===== src/rtl/sad_accum_rtl_if.sv =====
// -----------------------------------------------------------------------------
// sad_accum_rtl_if
// Groups the streaming signals of the SAD accumulator into one bundle.
//   clear    : synchronous abort of the current block (driven by master)
//   in_val   : upstream diff valid                     (master -> slave)
//   in_rdy   : accumulator can accept a diff           (slave  -> master)
//   in_diff  : 4-bit unsigned absolute difference      (master -> slave)
//   out_val  : block sum valid                         (slave  -> master)
//   out_rdy  : downstream accepts the sum              (master -> slave)
//   out_sum  : accumulated (saturating) block sum      (slave  -> master)
//   count    : diffs accepted in the current block     (slave  -> master)
// The slave modport is the accumulator; the master modport is whatever
// drives it (upstream diff source plus downstream consumer).
// -----------------------------------------------------------------------------
interface sad_accum_rtl_if #(
  parameter int N         = 8,
  parameter int SUM_NBITS = 8
);
  logic                 clear;
  logic                 in_val;
  logic                 in_rdy;
  logic [3:0]           in_diff;
  logic                 out_val;
  logic                 out_rdy;
  logic [SUM_NBITS-1:0] out_sum;
  logic [$clog2(N):0]   count;

  modport master (
    output clear, in_val, in_diff, out_rdy,
    input  in_rdy, out_val, out_sum, count
  );

  modport slave (
    input  clear, in_val, in_diff, out_rdy,
    output in_rdy, out_val, out_sum, count
  );
endinterface


===== src/rtl/sad_accum_rtl.sv =====
// -----------------------------------------------------------------------------
// sad_accum_rtl
// Sums blocks of N 4-bit absolute differences with saturation and hands each
// block sum downstream over a valid/ready handshake.
//   clk : clock, all state updates on the rising edge
//   rst : synchronous, active-high reset (highest priority)
//   bus : sad_accum_rtl_if.slave (clear, input and output handshakes, count)
// Every output is a pure function of registered state, so there is no
// combinational path from in_val/out_rdy to in_rdy/out_val.
// -----------------------------------------------------------------------------
module sad_accum_rtl #(
  parameter int N         = 8,
  parameter int SUM_NBITS = 8
) (
  input  logic              clk,
  input  logic              rst,
  sad_accum_rtl_if.slave    bus
);

  localparam int CNT_W = $clog2(N) + 1;

  typedef enum logic {
    ACCUM = 1'b0,
    DONE  = 1'b1
  } state_e;

  state_e               state_q, state_d;
  logic [SUM_NBITS-1:0] sum_q,   sum_d;
  logic [CNT_W-1:0]     cnt_q,   cnt_d;

  // One extra bit catches the carry out so overflow can clamp to all-ones.
  logic [SUM_NBITS:0]   sum_ext;
  logic [SUM_NBITS-1:0] sum_sat;

  assign sum_ext = {1'b0, sum_q} + (SUM_NBITS + 1)'(bus.in_diff);
  assign sum_sat = sum_ext[SUM_NBITS] ? '1 : sum_ext[SUM_NBITS-1:0];

  // NOTE: every signal assigned here gets a default first, so no path leaves
  // it unassigned and no latch is inferred.
  always_comb begin
    state_d = state_q;
    sum_d   = sum_q;
    cnt_d   = cnt_q;

    unique case (state_q)
      ACCUM: begin
        // in_diff is only looked at on a transfer, so junk on an idle bus
        // never reaches the sum register.
        if (bus.in_val) begin
          sum_d = sum_sat;
          cnt_d = cnt_q + 1'b1;
          if (cnt_q == CNT_W'(N - 1)) state_d = DONE;
        end
      end
      DONE: begin
        if (bus.out_rdy) begin
          state_d = ACCUM;
          sum_d   = '0;
          cnt_d   = '0;
        end
      end
      default: state_d = ACCUM;
    endcase

    // Abort overrides any transfer in flight, including a completed sum.
    if (bus.clear) begin
      state_d = ACCUM;
      sum_d   = '0;
      cnt_d   = '0;
    end
  end

  // NOTE: state registers use non-blocking assignments so every flop samples
  // the pre-edge values, independent of statement order.
  always_ff @(posedge clk) begin
    if (rst) begin
      state_q <= ACCUM;
      sum_q   <= '0;
      cnt_q   <= '0;
    end else begin
      state_q <= state_d;
      sum_q   <= sum_d;
      cnt_q   <= cnt_d;
    end
  end

  assign bus.in_rdy  = (state_q == ACCUM);
  assign bus.out_val = (state_q == DONE);
  assign bus.out_sum = sum_q;
  assign bus.count   = cnt_q;

endmodule


===== src/flat_wrapper.sv =====
// flat-port wrapper written by rule: the top's interface ports become plain ports
module sad_accum_rtl_flat 
#(
  parameter int N         = 8,
  parameter int SUM_NBITS = 8
)
  (clk, rst, bus_clear, bus_in_val, bus_in_diff, bus_out_rdy, bus_in_rdy, bus_out_val, bus_out_sum, bus_count);
  sad_accum_rtl_if #(.N(N), .SUM_NBITS(SUM_NBITS)) bus_i ();
  input  logic clk;
  input  logic rst;
  input wire logic [$bits(bus_i.clear)-1:0] bus_clear;
  input wire logic [$bits(bus_i.in_val)-1:0] bus_in_val;
  input wire logic [$bits(bus_i.in_diff)-1:0] bus_in_diff;
  input wire logic [$bits(bus_i.out_rdy)-1:0] bus_out_rdy;
  output wire logic [$bits(bus_i.in_rdy)-1:0] bus_in_rdy;
  output wire logic [$bits(bus_i.out_val)-1:0] bus_out_val;
  output wire logic [$bits(bus_i.out_sum)-1:0] bus_out_sum;
  output wire logic [$bits(bus_i.count)-1:0] bus_count;
  assign bus_i.clear = bus_clear;
  assign bus_i.in_val = bus_in_val;
  assign bus_i.in_diff = bus_in_diff;
  assign bus_i.out_rdy = bus_out_rdy;
  assign bus_in_rdy = bus_i.in_rdy;
  assign bus_out_val = bus_i.out_val;
  assign bus_out_sum = bus_i.out_sum;
  assign bus_count = bus_i.count;
  sad_accum_rtl #(.N(N), .SUM_NBITS(SUM_NBITS)) u_core (.clk(clk), .rst(rst), .bus(bus_i));
endmodule

===== config.mk =====
export PLATFORM = sky130hd
export DESIGN_NAME = sad_accum_rtl_flat
export DESIGN_NICKNAME = d
export VERILOG_FILES = /design/src/rtl/sad_accum_rtl_if.sv /design/src/rtl/sad_accum_rtl.sv /design/src/flat_wrapper.sv
export SDC_FILE = /design/constraint.sdc
export NUM_CORES = 1
export LEC_CHECK = 0
export CAP_MARGIN = 20
export CORE_UTILIZATION = 40
export DETAILED_ROUTE_END_ITERATION = 8
export HOLD_SLACK_MARGIN = 0.1
export PLACE_DENSITY = 0.8
export SKIP_CTS_REPAIR_TIMING = 1
export SLEW_MARGIN = 30
export SYNTH_ARGS = -nofsm -noshare
export SYNTH_HDL_FRONTEND = slang
export SYNTH_SLANG_ARGS = --single-unit

===== constraint.sdc =====
create_clock -name clk -period 1.63 [get_ports clk]
set_input_delay 0.163 -clock clk [delete_from_list [all_inputs] [get_ports clk]]
set_output_delay 0.163 -clock clk [all_outputs]
set_load 0.05 [all_outputs]

After elaboration in Yosys (flattened, before gate mapping)
Cells that the tools add are included.

Bits of input ports: 9. Logic and storage cells: 22. Register bits: 13.

Reductions and logical operators: 2. Multiplexer cells: 11. Bitwise logic cells: 1. Equality and inequality tests: 3. Add/sub/neg operators: 2.

Operator list (number): $mux W8 (3); $pmux W8 S2 (1); $add A8 B4 Y9 (1); $mux W4 (2); $pmux W4 S2 (1); $add A4 B1 Y4 const B (1); $eq A4 B3 Y1 const B (1); $ne A2 B2 Y1 const B (2); $mux W1 (3); $pmux W1 S2 (1); $reduce_and A2 Y1 (1); $reduce_or A2 Y1 (1); $not A1 Y1 (1).

Depth between registers and ports, before layout
Depth in word-level cells: 4. Mapped depth: 6. Gate-level depth less buffers: 6.

Worst setup path after synthesis
No wires, ideal clock.

Kind: register to register. Start point: register u_core.sum_q[0], in the netlist u_core.bus.out_sum[0]. End point: register u_core.sum_q[4], in the netlist u_core.bus.out_sum[4]. Arrival time: 1903 ps. Slack: -358 ps. Cell stages (with the launch flop): 7. Required time: 1544 ps. Path through: dfxtp_1 -> ha_1 -> fa_1 -> a211oi_2 -> nor2_1 -> a21o_1 -> a211oi_1.

Longest elaborated chain between the ends: 4.

Ends and longest elaborated chain: from (decl) (line sad_accum_rtl.sv:28) `logic [SUM_NBITS-1:0] sum_q, sum_d;`; from (signal assigned) (line sad_accum_rtl.sv:82) `sum_q <= sum_d;`; $add A8 B4 Y9 (line sad_accum_rtl.sv:35) `assign sum_ext = {1'b0, sum_q} + (SUM_NBITS + 1)'(bus.in_diff);`; $mux W8 (line sad_accum_rtl.sv:36) `assign sum_sat = sum_ext[SUM_NBITS] ? '1 : sum_ext[SUM_NBITS-1:0];`; $mux W8 (line sad_accum_rtl.sv:49) `if (bus.in_val) begin`; $pmux W8 S2 (line sad_accum_rtl.sv:45) `unique case (state_q)`.

Every way passes these cells. The select of a mux whose other input is x is not followed. A chain may end at the register's enable or synchronous reset.

Worst setup path in the final report
Ends and elaborated chain as after synthesis.

==> impl_metrics.tcl <==
set metrics [dict create \
    status "complete, but fails checks" \
    failed_checks "setup timing" \
    htree_num_levels 1 \
    first_global_vias 729 \
    critPathLaunchType "flip-flop" \
    peakVddDrop_v 0.000438 \
    p_per_area_nw_per_um2 605 \
    timing_hold_violations_final 0 \
    critical_path.max_fanout 3 \
    synth-adder-area-share_pct 11.2 \
    syn_to_final_growth_pct 50.5 \
    antenna_violations_before_repair 0 \
    drtAntennaViolNets 0 \
    netlist_instances 84 \
    syn-num-nets 99 \
    timing.fmax_mhz 593 \
    synth.top_cell.area_share_pct 35.3 \
    cts_sinks 13 \
    wl_per_cell_um 12.9 \
    leakagePower_nw 0.477 \
    synthDistinctLibCells 31 \
    grt.overflow.total 0 \
    cts_max_path_buffers 2 \
    core.rowCount 15 \
    route.detailed.vias_per_inst 5.49 \
    clk_pin_slew_worst_paths_ns 0.09 \
    number_of_drc_violations_after_detailed_routing_iteration_0 26 \
    sum_of_negative_setup_slack_ns -0.257 \
    die_area_um2 2020 \
    portion_of_netlist_area_occupied_by_mux_cells_pct 1.36 \
    gp_congestion 0.812 \
    setup_violations 8 \
    worst-endpoint-required_ns 1.83 \
    simple_gate_portion_of_the_synthesized_area_pct 18.6 \
    detailroute.via_count 785 \
    ys_ff_latch 13 \
    global_route.usage.total_pct 19.6 \
    maximum_number_of_pins_on_one_net_before_global_route_repair 11 \
    ys_top_cells_by_area "sky130_fd_sc_hd__dfxtp_1 35%, sky130_fd_sc_hd__ha_1 8.5%, sky130_fd_sc_hd__a21oi_1 6.8%" \
    fin_crit_sh_pct 103 \
    start_util_pct 42.8 \
    port-buffer-count 22 \
    drive_above_1_share_pct 37.3 \
    timing.max_slew.rel_slack_pct 81.1 \
    syn_area_um2 738 \
    largest_area_contributor_in_the_synthesized_netlist "sky130_fd_sc_hd__dfxtp_1" \
    clock_insertion_delay_worst_skew_ns 0.27 \
    synth_seq_area_share_pct 35.3 \
    height_of_the_die_um 45.0 \
    ios 23 \
    hold_class "input port to flip-flop" \
    hpwl_um 1360 \
    cts_tree "built" \
    timing_worst_slew_pin_value_ns 0.282 \
    synth-warning-count 0 \
    cp-end-kind "flip-flop" \
    unrepaired_setup_endpoints_after_global_routing "yes" \
    iteration_count_of_the_initial_detailed_routing_pass 4 \
    core_box_area_um2 1730 \
    synth_top_family_by_area "compound AO/OA/AOI/OAI gates" \
    final_period_minus_worst_setup_slack_ns 1.69 \
    antenna_cells_inserted 0 \
    grt_pass1_wl_um 2930 \
    fin_nets 134 \
    final.setup.worst_slack_ns -0.0563 \
    dieWidth_um 45.0 \
    timing.setup.critical_path_class "flip-flop to flip-flop" \
    slew_viol_final 0 \
    syn_avg_cell_area_um2 8.79 \
    post-route-util_pct 64.3 \
    clock-skew-final_ns 0.00648 \
    number_of_buffers_added_by_the_clock_tree_synthesis_step 3 \
    totalWireLength_um 1840 \
    synth_compound_area_share_pct 27.1 \
    max_cap_viol_count 0 \
    clockRootBuffer "sky130_fd_sc_hd__clkbuf_4" \
    place_ws_ns -0.358 \
    synth_xor_area_share_pct 4.75 \
    crit_arrival_ns 1.89 \
    route.detailed.drc 0 \
]
==> cells in the final DEF (no fill, tap or decap), drive strengths merged <==
cell type,Yosys,final
buf,1,24
dfxtp,13,13
a21oi,11,11
nor2,9,9
clkdlybuf4s50,0,7
nand2,6,6
ha,5,5
a211oi,5,5
xor2,4,4
a22oi,4,4
a21o,4,4
clkbuf,1,4
nor3,2,2
and3,2,2
nand2b,2,2
or2,2,2
inv,1,1
nor2b,1,1
o21ai,1,1
nand3,1,1
nor4bb,1,1
a2bb2oi,1,1
a221o,1,1
o31ai,1,1
and2,1,1
nand4,1,1
mux2i,1,1
a31oi,1,1
fa,1,1
dlymetal6s2s,0,1
==> layout make-up <==
class / count / area [um^2]
fill: 152 / 616
multi-input combinational: 68 / 514
sequential: 13 / 273
timing repair buffer: 32 / 263
tap: 25 / 31.3
clock buffer: 4 / 26.3
inverter: 1 / 3.75
==> power breakdown <==
part	total (W)	switching, W	internal [W]
clock	0.000203	0.000108	0.0000946
sequential	0.000327	0.00000677	0.000320
combinational	0.000141	0.0000739	0.0000676
total	0.000672	0.000189	0.000483
==> state kept, by name (all words and copies together) (netlist names) <==
| signal | flops |
|---|---|
| u_core.bus.out_sum | 8 |
| u_core.bus.out_val | 1 |
| u_core.bus.count | 4 |
==> final timing paths <==
kind / end / slack [ns] / depth (start not counted) / from
max reg2reg: u_core.bus.out_sum[4] / -0.06 / 6 / u_core.bus.out_sum[0]
max: u_core.bus.out_sum[4] / -0.06 / 6 / u_core.bus.out_sum[0]
min: u_core.bus.out_sum[0] / 0.41 / 4 / bus_in_diff[0]
min reg2reg: u_core.bus.out_sum[5] / 0.56 / 2 / u_core.bus.out_sum[5]
==> routing by layer <==
metal	global-route usage (%)	up-vias	wire, um
met5	0	-	0
met4	9.09	0	31
met3	1.20	2	95
met2	33.6	32	906
met1	25.1	374	810
li1	-	377	-
==> kinds of logic (layout without fill, tap and decap cells) <==
family,count (synthesis),count (layout)
and+or+nand+nor,28,28
DFF,13,13
muxes,1,1
xor gates and xnor gates,4,4
buffers and inverters,3,37
AOI/OAI and AO/OA,29,29
adders and majority gates,6,6
==> synth_stat cells, drive strengths merged <==
master and n:
inv 1, clkbuf 1, nand4 1, a31oi 1, a211oi 5, a21o 4, or2 2, nor2b 1
and2 1, xor2 4, nor4bb 1, fa 1, o21ai 1, dfxtp 13, and3 2, mux2i 1
nor3 2, nor2 9, a22oi 4, a2bb2oi 1, nand3 1, ha 5, nand2 6, a21oi 11
o31ai 1, nand2b 2, a221o 1, buf 1
==> metrics by stage <==
stage | area (um^2) | power (W) | hold slack (ns) | std cells
final | 1110 | 0.000672 | 0.410 | 143
after global routing | 1110 | 0.000709 | 0.448 | 143
after CTS | 1070 | 0.000666 | 0.557 | 142
after detailed placement | 1040 | 0.000466 | 0.545 | 138
after global placement | 1040 | 0.000463 | 0.528 | 138
after floorplan | 766 | 0.000408 | 0.302 | 84
==> worst max-delay path: stages (launching register included) <==
cell	delay, ns
sky130_fd_sc_hd__dfxtp_4	0.36
sky130_fd_sc_hd__ha_4	0.16
sky130_fd_sc_hd__fa_2	0.37
sky130_fd_sc_hd__a211oi_4	0.30
sky130_fd_sc_hd__nor2_2	0.09
sky130_fd_sc_hd__a21o_1	0.17
sky130_fd_sc_hd__a211oi_2	0.17
Note: power is estimated with default switching activity, not from simulation.
